<file path="src/rtl/jtag_mode_switch_ctrl_if.sv">
// -----------------------------------------------------------------------------
// jtag_mode_switch_ctrl_if
//   Request/status bundle between the system/config bus and the JTAG mode
//   switch sequencer.
//
//   Handshake: a request transfers on a rising clk edge where req_valid and
//   req_ready are both high. The requester holds req_valid and req_mode stable
//   until that edge. req_ready is high only while the sequencer is idle
//   (STABLE), so at most one switch is in flight.
//
//   Signals
//     req_valid     requester -> ctrl   mode-change request valid
//     req_mode      requester -> ctrl   requested mode (0=JTAG, 1=cJTAG)
//     req_ready     ctrl -> requester   sequencer idle, request can be taken
//     switch_busy   ctrl -> requester   sequence in progress
//     switch_done   ctrl -> requester   1-cycle pulse, request completed
//     switch_err    ctrl -> requester   1-cycle pulse, request rejected
//     switch_count  ctrl -> requester   completed real switches (wraps)
// -----------------------------------------------------------------------------
interface jtag_mode_switch_ctrl_if;
   logic       req_valid;
   logic       req_mode;
   logic       req_ready;
   logic       switch_busy;
   logic       switch_done;
   logic       switch_err;
   logic [7:0] switch_count;

   modport master (
      output req_valid, req_mode,
      input  req_ready, switch_busy, switch_done, switch_err, switch_count
   );

   modport slave (
      input  req_valid, req_mode,
      output req_ready, switch_busy, switch_done, switch_err, switch_count
   );
endinterface

</file>
<file path="src/rtl/jtag_mode_switch_ctrl.sv">
// -----------------------------------------------------------------------------
// jtag_mode_switch_ctrl
//   Sequences a glitch-free switch of the dual-mode JTAG/cJTAG pin interface:
//   wait for the debug clock to go quiet, gate the pins, flip mode_select,
//   pulse the TAP reset, let things settle, then ungate.
//
//   Ports
//     clk, rst_n      system clock, asynchronous active-low reset
//     dbg_clk_mon     raw selected debug clock, asynchronous to clk
//     mode_select     registered mode to the interface mux
//     gate_en         1 = interface pins blocked
//     tap_rst_n_out   active-low TAP reset
//     state_dbg       current sequencer state (encoding of state_t)
//     bus             request/status bundle (slave side)
// -----------------------------------------------------------------------------
module jtag_mode_switch_ctrl #(
   parameter logic DEFAULT_MODE   = 1'b0,
   parameter int   IDLE_CYCLES    = 16,
   parameter int   RST_CYCLES     = 8,
   parameter int   SETTLE_CYCLES  = 4,
   parameter int   TIMEOUT_CYCLES = 1024
) (
   input  logic       clk,
   input  logic       rst_n,
   input  logic       dbg_clk_mon,
   output logic       mode_select,
   output logic       gate_en,
   output logic       tap_rst_n_out,
   output logic [2:0] state_dbg,
   jtag_mode_switch_ctrl_if.slave bus
);

   localparam int PH_MAX_I = (RST_CYCLES > SETTLE_CYCLES) ? RST_CYCLES : SETTLE_CYCLES;
   localparam int IW = $clog2(IDLE_CYCLES + 1);
   localparam int TW = $clog2(TIMEOUT_CYCLES + 1);
   localparam int PW = $clog2(PH_MAX_I + 1);

   localparam logic [IW-1:0] IDLE_MAX   = IW'(IDLE_CYCLES);
   localparam logic [TW-1:0] TOUT_MAX   = TW'(TIMEOUT_CYCLES);
   localparam logic [PW-1:0] RST_MAX    = PW'(RST_CYCLES);
   localparam logic [PW-1:0] SETTLE_MAX = PW'(SETTLE_CYCLES);

   typedef enum logic [2:0] {
      ST_STABLE  = 3'd0,
      ST_QUIESCE = 3'd1,
      ST_GATE    = 3'd2,
      ST_RESET   = 3'd3,
      ST_SETTLE  = 3'd4
   } state_t;

   state_t state, state_nxt;

   // registered outputs and internal counters
   logic          ready_q, busy_q, done_q, err_q;
   logic [7:0]    count_q;
   logic          target_q;
   logic [IW-1:0] idle_cnt;
   logic [TW-1:0] tout_cnt;
   logic [PW-1:0] phase_cnt;

   // next values from the output process
   logic          mode_nxt, gate_nxt, trst_nxt, ready_nxt, busy_nxt;
   logic          done_nxt, err_nxt, target_nxt;
   logic [7:0]    count_nxt;
   logic [IW-1:0] idle_nxt;
   logic [TW-1:0] tout_nxt;
   logic [PW-1:0] phase_nxt;

   // debug clock synchronizer; sync_q[2] only exists to detect either edge
   logic [2:0] sync_q;
   logic       dbg_edge;

   always_ff @(posedge clk or negedge rst_n) begin
      if (!rst_n) sync_q <= 3'b000;
      else        sync_q <= {sync_q[1:0], dbg_clk_mon};
   end

   assign dbg_edge = sync_q[1] ^ sync_q[2];

   logic          accept, same_mode, idle_hit, tout_hit, phase_rst_hit, phase_set_hit;
   logic [IW-1:0] idle_inc;
   logic [TW-1:0] tout_inc;
   logic [PW-1:0] phase_inc;

   always_comb begin
      accept        = (state == ST_STABLE) && bus.req_valid;
      same_mode     = (bus.req_mode == mode_select);
      idle_inc      = dbg_edge ? '0 : idle_cnt + 1'b1;
      tout_inc      = tout_cnt + 1'b1;
      phase_inc     = phase_cnt + 1'b1;
      idle_hit      = (idle_inc == IDLE_MAX);
      tout_hit      = (tout_inc == TOUT_MAX);
      phase_rst_hit = (phase_inc == RST_MAX);
      phase_set_hit = (phase_inc == SETTLE_MAX);
   end

   // ---- state register ----
   always_ff @(posedge clk or negedge rst_n) begin
      if (!rst_n) state <= ST_STABLE;
      else        state <= state_nxt;
   end

   // ---- next-state logic ----
   always_comb begin
      state_nxt = state;
      case (state)
         ST_STABLE:  if (accept && !same_mode) state_nxt = ST_QUIESCE;
         // idle is tested first so a clean quiet window wins over a timeout
         ST_QUIESCE: if (idle_hit)             state_nxt = ST_GATE;
                     else if (tout_hit)        state_nxt = ST_STABLE;
         ST_GATE:                              state_nxt = ST_RESET;
         ST_RESET:   if (phase_rst_hit)        state_nxt = ST_SETTLE;
         ST_SETTLE:  if (phase_set_hit)        state_nxt = ST_STABLE;
         default:                              state_nxt = ST_STABLE;
      endcase
   end

   // ---- output logic: next values of every registered output ----
   always_comb begin
      mode_nxt   = mode_select;
      gate_nxt   = gate_en;
      trst_nxt   = tap_rst_n_out;
      done_nxt   = 1'b0;
      err_nxt    = 1'b0;
      count_nxt  = count_q;
      target_nxt = target_q;
      idle_nxt   = idle_cnt;
      tout_nxt   = tout_cnt;
      phase_nxt  = phase_cnt;
      case (state)
         ST_STABLE: begin
            if (accept) begin
               if (same_mode) begin
                  done_nxt = 1'b1;
               end else begin
                  target_nxt = bus.req_mode;
                  idle_nxt   = '0;
                  tout_nxt   = '0;
               end
            end
         end
         ST_QUIESCE: begin
            idle_nxt = idle_inc;
            tout_nxt = tout_inc;
            if (idle_hit)      gate_nxt = 1'b1;
            else if (tout_hit) err_nxt  = 1'b1;
         end
         ST_GATE: begin
            // pins are already blocked here, so the mux can switch safely
            mode_nxt  = target_q;
            trst_nxt  = 1'b0;
            phase_nxt = '0;
         end
         ST_RESET: begin
            phase_nxt = phase_inc;
            if (phase_rst_hit) begin
               trst_nxt  = 1'b1;
               phase_nxt = '0;
            end
         end
         ST_SETTLE: begin
            phase_nxt = phase_inc;
            if (phase_set_hit) begin
               gate_nxt  = 1'b0;
               done_nxt  = 1'b1;
               count_nxt = count_q + 8'd1;
               phase_nxt = '0;
            end
         end
         default: begin
            gate_nxt = 1'b0;
            trst_nxt = 1'b1;
         end
      endcase
      ready_nxt = (state_nxt == ST_STABLE);
      busy_nxt  = (state_nxt != ST_STABLE);
   end

   // ---- output / counter registers ----
   always_ff @(posedge clk or negedge rst_n) begin
      if (!rst_n) begin
         mode_select   <= DEFAULT_MODE;
         gate_en       <= 1'b0;
         tap_rst_n_out <= 1'b1;
         ready_q       <= 1'b1;
         busy_q        <= 1'b0;
         done_q        <= 1'b0;
         err_q         <= 1'b0;
         count_q       <= 8'd0;
         target_q      <= DEFAULT_MODE;
         idle_cnt      <= '0;
         tout_cnt      <= '0;
         phase_cnt     <= '0;
      end else begin
         mode_select   <= mode_nxt;
         gate_en       <= gate_nxt;
         tap_rst_n_out <= trst_nxt;
         ready_q       <= ready_nxt;
         busy_q        <= busy_nxt;
         done_q        <= done_nxt;
         err_q         <= err_nxt;
         count_q       <= count_nxt;
         target_q      <= target_nxt;
         idle_cnt      <= idle_nxt;
         tout_cnt      <= tout_nxt;
         phase_cnt     <= phase_nxt;
      end
   end

   assign bus.req_ready    = ready_q;
   assign bus.switch_busy  = busy_q;
   assign bus.switch_done  = done_q;
   assign bus.switch_err   = err_q;
   assign bus.switch_count = count_q;
   assign state_dbg        = state;

endmodule

</file>
<file path="src/flat_wrapper.sv">
// flat-port wrapper written by rule: the top's interface ports become plain ports
module jtag_mode_switch_ctrl_flat 
#(
   parameter logic DEFAULT_MODE   = 1'b0,
   parameter int   IDLE_CYCLES    = 16,
   parameter int   RST_CYCLES     = 8,
   parameter int   SETTLE_CYCLES  = 4,
   parameter int   TIMEOUT_CYCLES = 1024
)
  (clk, rst_n, dbg_clk_mon, mode_select, gate_en, tap_rst_n_out, state_dbg, bus_req_valid, bus_req_mode, bus_req_ready, bus_switch_busy, bus_switch_done, bus_switch_err, bus_switch_count);
  jtag_mode_switch_ctrl_if bus_i ();
  input  logic clk;
  input  logic rst_n;
  input  logic dbg_clk_mon;
  output logic mode_select;
  output logic gate_en;
  output logic tap_rst_n_out;
  output logic [2:0] state_dbg;
  input wire logic [$bits(bus_i.req_valid)-1:0] bus_req_valid;
  input wire logic [$bits(bus_i.req_mode)-1:0] bus_req_mode;
  output wire logic [$bits(bus_i.req_ready)-1:0] bus_req_ready;
  output wire logic [$bits(bus_i.switch_busy)-1:0] bus_switch_busy;
  output wire logic [$bits(bus_i.switch_done)-1:0] bus_switch_done;
  output wire logic [$bits(bus_i.switch_err)-1:0] bus_switch_err;
  output wire logic [$bits(bus_i.switch_count)-1:0] bus_switch_count;
  assign bus_i.req_valid = bus_req_valid;
  assign bus_i.req_mode = bus_req_mode;
  assign bus_req_ready = bus_i.req_ready;
  assign bus_switch_busy = bus_i.switch_busy;
  assign bus_switch_done = bus_i.switch_done;
  assign bus_switch_err = bus_i.switch_err;
  assign bus_switch_count = bus_i.switch_count;
  jtag_mode_switch_ctrl #(.DEFAULT_MODE(DEFAULT_MODE), .IDLE_CYCLES(IDLE_CYCLES), .RST_CYCLES(RST_CYCLES), .SETTLE_CYCLES(SETTLE_CYCLES), .TIMEOUT_CYCLES(TIMEOUT_CYCLES)) u_core (.clk(clk), .rst_n(rst_n), .dbg_clk_mon(dbg_clk_mon), .mode_select(mode_select), .gate_en(gate_en), .tap_rst_n_out(tap_rst_n_out), .state_dbg(state_dbg), .bus(bus_i));
endmodule
</file>
<file path="config.mk">
export PLATFORM = sky130hd
export DESIGN_NAME = jtag_mode_switch_ctrl_flat
export DESIGN_NICKNAME = d
export VERILOG_FILES = /design/src/rtl/jtag_mode_switch_ctrl_if.sv /design/src/rtl/jtag_mode_switch_ctrl.sv /design/src/flat_wrapper.sv
export SDC_FILE = /design/constraint.sdc
export NUM_CORES = 1
export LEC_CHECK = 0
export CAP_MARGIN = 10
export CELL_PAD_IN_SITES_DETAIL_PLACEMENT = 1
export CELL_PAD_IN_SITES_GLOBAL_PLACEMENT = 1
export CORE_AREA = 4 4 73 75
export CTS_CLUSTER_SIZE = 28
export DETAILED_ROUTE_END_ITERATION = 8
export DIE_AREA = 0 0 77 79
export DONT_BUFFER_PORTS = 1
export GPL_ROUTABILITY_DRIVEN = 0
export PLACE_DENSITY_LB_ADDON = 0.1
export RECOVER_POWER = 100
export SLEW_MARGIN = 30
export SYNTH_ARGS = -nofsm -noshare
export SYNTH_HDL_FRONTEND = slang
export SYNTH_SLANG_ARGS = --single-unit
</file>
<file path="constraint.sdc">
create_clock -name clk -period 2.3 [get_ports clk]
set_clock_uncertainty 0.1 [all_clocks]
set_input_delay 0.46 -clock clk [delete_from_list [all_inputs] [get_ports clk]]
set_output_delay 0.46 -clock clk [all_outputs]
set_load 0.03 [all_outputs]
</file>
Word-level counts from Yosys, hierarchy flattened
Cells that the tools add are included.
{ "word_totals": {"reg_bits": 42, "latch_bits": 0, "mem_bits_rw": 0, "mem_bits_ro": 0, "in_bits": 5, "mem_count": 0} }
{ "op_classes": {"n_addsub": 4, "n_mul": 0, "div": 0, "magnitude_cmp": 0, "n_eq_ne": 14, "shift": 0, "n_mux": 28, "bitwise_logic": 4, "n_reduce_logical": 15} }
{ "op_table": {"columns": ["cell", "n"], "rows": [
  ["11-bit 2-to-1 mux", 2],
  ["11-bit one-hot mux with 2 select lines", 1],
  ["3-bit 2-to-1 mux", 5],
  ["5-bit 2-to-1 mux", 3],
  ["3-bit one-hot mux with 5 select lines", 1],
  ["4-bit one-hot mux with 3 select lines", 1],
  ["11-bit by 1-bit adder with 11-bit output (second input constant)", 1],
  ["11-bit == test (second input constant)", 1],
  ["5-bit one-hot mux with 2 select lines", 1],
  ["1-bit 2-to-1 mux", 9],
  ["3-bit AND reduction", 3],
  ["8-bit by 1-bit adder with 8-bit output (second input constant)", 1],
  ["4-bit 2-to-1 mux", 2],
  ["2-bit by 1-bit != test with 1-bit output (second input constant)", 4],
  ["3-bit by 2-bit == test with 1-bit output (second input constant)", 2],
  ["3-bit logical NOT", 2],
  ["1-bit one-hot mux with 3 select lines", 2],
  ["3-bit nonzero test", 2],
  ["3-bit OR reduction", 2],
  ["5-bit by 1-bit adder with 5-bit output (second input constant)", 1],
  ["5-bit == test (second input constant)", 1],
  ["4-bit by 1-bit adder with 4-bit output (second input constant)", 1],
  ["4-bit by 3-bit == test with 1-bit output (second input constant)", 1],
  ["4-bit == test (second input constant)", 1],
  ["other kinds (11)", 15]
]} }

Logic depth before layout (Yosys ltp)
{ "depth": {"depth_word": 6, "mapped_depth": 7} }

Worst setup path before layout
No wires, ideal clock.
{ "synth_timing": {"path_type": "register to register", "start": "register u_core.state[2], in the netlist u_core.state_dbg[2]", "end": "register u_core.count_q[1], in the netlist u_core.bus.switch_count[1]", "setup_ns": 0.125, "arrival_time_ns": 1.741, "setup_slack_ns": 0.334, "stages_incl_launch_ff": 6, "path_buffers": 1, "period_less_slack_ns": 1.966, "cell_sequence": "dfrtp_1 inv_2 or3_1 clkbuf_1 nor2_1 mux2_2"} }
{ "synth_via": {"elab_chain_len": 2} }
{ "synth_lines": {"columns": ["element", "line_no", "rtl"], "rows": [
  ["start, declared", "jtag_mode_switch_ctrl.sv:51", "state_t state, state_nxt;"],
  ["start signal, assigned", "jtag_mode_switch_ctrl.sv:100", "else state <= state_nxt;"],
  ["3-bit == test", "jtag_mode_switch_ctrl.sv:130", "case (state)"],
  ["2-bit AND reduction (no line)", null, null],
  ["end signal, assigned", "jtag_mode_switch_ctrl.sv:202", "count_q <= count_nxt;"],
  ["end, declared", "jtag_mode_switch_ctrl.sv:55", "logic [7:0] count_q;"]
]} }
No other way between the ends.
A chain may end at the register's enable or synchronous reset.

Final worst setup path
{ "layout_timing": {"start": "register u_core.phase_cnt[0]", "end": "register u_core.count_q[1], in the netlist u_core.bus.switch_count[1]"} }
{ "layout_via": {"elab_chain_len": 3} }
{ "layout_lines": {"columns": ["element", "line_no", "rtl"], "rows": [
  ["start, declared", "jtag_mode_switch_ctrl.sv:59", "logic [PW-1:0] phase_cnt;"],
  ["start signal, assigned", "jtag_mode_switch_ctrl.sv:206", "phase_cnt <= phase_nxt;"],
  ["4-bit by 1-bit adder with 4-bit output", "jtag_mode_switch_ctrl.sv:90", "phase_inc = phase_cnt + 1'b1;"],
  ["4-bit by 3-bit == test with 1-bit output", "jtag_mode_switch_ctrl.sv:94", "phase_set_hit = (phase_inc == SETTLE_MAX);"],
  ["2-bit AND reduction (no line)", null, null]
]} }
No other way between the ends.

==> impl_metrics.py <==
metrics = {
    "grt": {
        "grt_max_degree": 43,
        "antenna_found_initial": 0,
        "grtUsageMet3_pct": 3.515,
        "grt_use_met2_pct": 36.32,
        "grt_pass1_wl_um": 9225,
        "grt_usage_pct": 19.30,
        "grt.busiest_layer": "met2",
        "grt_pass1_vias": 1945,
        "grt_use_met1_pct": 20.71,
        "overflow": 0,
    },
    "worst_setup_path": {
        "worstPathRequired_ns": 2.40,
        "arrival_ns": 2.28,
        "cp-end-kind": "register",
        "start_kind": "register",
        "path_max_fanout": 12,
        "path_buf_inv": 0,
        "crit_chain": "ha_1 -> nand2b_1 -> a21boi_0 -> o32a_2 -> nor2_1 -> mux2_2",
        "crit_type": "register to register",
        "slowest_stage": "dfrtp_1",
        "slowest_delay_ns": 0.47,
        "crit_family": "flip-flops",
    },
    "synthesis": {
        "avgSynthCellArea_um2": 9.634,
        "syn_nets": 240,
        "syn-cell-area_um2": 2216,
        "async_flop_share_pct": 100.0,
        "synth_cells": 230,
        "synth_top_area_share_pct": 45.17,
        "synth_area_leaders": "dfrtp_1, o21ai_0, xor2_1",
        "synth.largest_area_cell": "dfrtp_1",
        "synth_warnings": 0,
        "synthFlopType": "dfrtp_1",
        "ys_seq_area_share_pct": 47.54,
        "synth-edff-count": 0,
        "synth_seq_cells": 42,
        "ys_types": 54,
    },
    "sta": {
        "rsz0062_at_grt": "no",
        "max_slew_margin_pct": 31.43,
        "setup_ws_ns": 0.1134,
        "period_needed_ns": 2.187,
        "finalSetupViolations": 0,
        "final.setup.tns_ns": 0,
        "hold_viol": 0,
        "worst_pin_slew_ns": 1.029,
        "finalMaxSlewViolations": 0,
        "whs_ns": 0.07881,
        "fmax_ghz": 0.4573,
        "fin_crit_sh_pct": 95.07,
    },
    "power": {
        "power_density_nw_per_um2": 690.0,
        "peakVddDrop_uv": 450.4,
        "power.static_leakage_nw": 1.053,
    },
    "clock_network": {
        "numClockSinks": 42,
        "post_cts.repair.setup_buffers": 0,
        "path_clk_slew_ns": 0.09,
        "clk_path_buf_depth": 2,
        "cts_tree": "yes",
        "htreeDepth": 2,
        "cts_inserted_buffers": 5,
        "root_buffer": "clkbuf_8",
        "clock_latency_ns": 0.30,
    },
    "final_layout": {
        "nets": 248,
        "drive_gt1_share_pct": 10.88,
        "n_antenna_cell": 0,
        "fin_area_um2": 2419,
        "final_cell_mix": "dfrtp_1, o21ai_0, nand2_1",
        "area_growth_pct": 9.147,
        "seq_area_um2": 1054,
        "multi_input_area_um2": 1102,
        "fillers": 542,
        "layout_commonest_cell": "dfrtp_1",
    },
    "floorplan": {
        "die_y_um": 79,
        "dieArea_um2": 6083,
        "ioPinCount": 23,
        "initial_core_util_pct": 47.54,
        "die_width_um": 77,
        "core_area_um2": 4661,
        "fp-row-count": 25,
    },
    "outcome": {
        "status": "finished clean",
    },
    "drt": {
        "vias": 1762,
        "ant_nets": 0,
        "drc_errors": 0,
        "first_iter_violations": 61,
        "post_drt_wl_per_cell_um": 18.23,
        "drtPass1Iterations": 4,
        "vias_per_cell": 6.014,
        "finalWirelength_um": 5340,
    },
    "placed_design": {
        "post-place-ws_ns": 0.02917,
        "place_area_um2": 2303,
        "place.port_buffers": 0,
        "dp_hpwl_um": 3845,
    },
    "flow_run": {
        "maxCapViolCount": 0,
    },
    "worst_hold_path": {
        "hp-class": "input port to register",
    },
}
-- per-layer routing --
layer / part of all wire [%] / routed length [um] / vias to the layer above
met5: 0 / 0 / -
met4: 2.3 / 123 / 0
met3: 3.0 / 161 / 11
met2: 53 / 2839 / 22
met1: 41 / 2214 / 882
li1: - / - / 847
-- path summary, 6_finish.rpt --
path | slack [ns] | cells past startpoint | start | endpoint
min | 0.08 | 0 | dbg_clk_mon | u_core.sync_q[0]
max | 0.11 | 6 | u_core.phase_cnt[0] | u_core.bus.switch_count[1]
min in group asynchronous | 0.76 | 2 | rst_n | u_core.bus.switch_count[1]
min reg2reg | 0.26 | 0 | u_core.sync_q[0] | u_core.sync_q[1]
max in group asynchronous | 0.70 | 2 | rst_n | u_core.tout_cnt[3]
max reg2reg | 0.11 | 6 | u_core.phase_cnt[0] | u_core.bus.switch_count[1]
-- stage by stage --
| stage | utilization, % | instances | power, mW |
|---|---|---|---|
| after CTS | 52.48 | 293 | 1.698 |
| final | 51.89 | 293 | 1.669 |
| after global placement | 49.42 | 283 | 1.045 |
| after detailed placement | 49.42 | 283 | 1.066 |
| after floorplan | - | 230 | 1.013 |
| after global routing | 51.89 | 293 | 1.776 |
-- cells by family (layout without fill, tap and decap cells) --
group,Yosys count,in the layout,share of synthesized area (%)
and+or+nand+nor,84,84,21.63
buffers and inverters,15,24,2.654
xor gates and xnor gates,16,16,6.324
AOI/OAI and AO/OA,65,65,17.34
muxes,3,3,1.694
DFF,42,42,47.54
adders and majority gates,5,5,2.823
-- flip-flops by register name (all words and copies together), names as in the netlist --
register / cells
u_core.bus.req_ready: 1
u_core.bus.switch_busy: 1
u_core.bus.switch_count: 8
u_core.bus.switch_done: 1
u_core.bus.switch_err: 1
u_core.gate_en: 1
u_core.idle_cnt: 5
u_core.mode_select: 1
u_core.phase_cnt: 4
u_core.state_dbg: 3
u_core.sync_q: 3
u_core.tap_rst_n_out: 1
u_core.target_q: 1
u_core.tout_cnt: 11
-- worst reg2reg max path: stages, from the launching register on --
cell and delay [ns]:
dfrtp_1 0.47, ha_1 0.35, nand2b_1 0.13, a21boi_0 0.15
o32a_2 0.30, nor2_1 0.22, mux2_2 0.35
-- power by group --
group	leakage (nW)	total, mW	internal, mW	switching (mW)
sequential	0.542	0.897	0.805	0.0914
clock	0.0585	0.605	0.326	0.279
combinational	0.453	0.167	0.0741	0.0931
total	1.05	1.67	1.21	0.464
-- cell usage after synthesis, types with 2 or more instances --
cell type	count
xor2_1	15
and2_1	2
buf_2	2
clkbuf_1	5
dfstp_2	2
nor2b_1	2
mux2_2	2
and3_2	2
o21ai_0	27
nand4_1	4
a31oi_1	4
a21oi_1	16
a211oi_1	2
nor3_1	5
nand2_1	20
and2_2	2
o32ai_1	2
nand3_1	11
dfrtp_1	40
nand2b_1	7
ha_1	5
nor3b_1	2
or3_1	3
inv_1	6
nor3_2	2
nor2_1	12
-- what timing repair did --
item	in CTS	in global routing
hold buffers	2	0
endpoints found under the setup margin	0	3
hold endpoints to repair	42	0
gates resized for setup	0	2
-- final cells by class --
cell class | count | share of cell area, %
multi-input cells | 173 | 45.58
flip-flops and latches | 42 | 43.56
clock inverters | 3 | 1.811
inverters | 7 | 1.086
well taps | 54 | 2.794
clock buffers | 5 | 2.845
repair buffers | 9 | 2.328
Note: power is estimated with default switching activity, not from simulation.
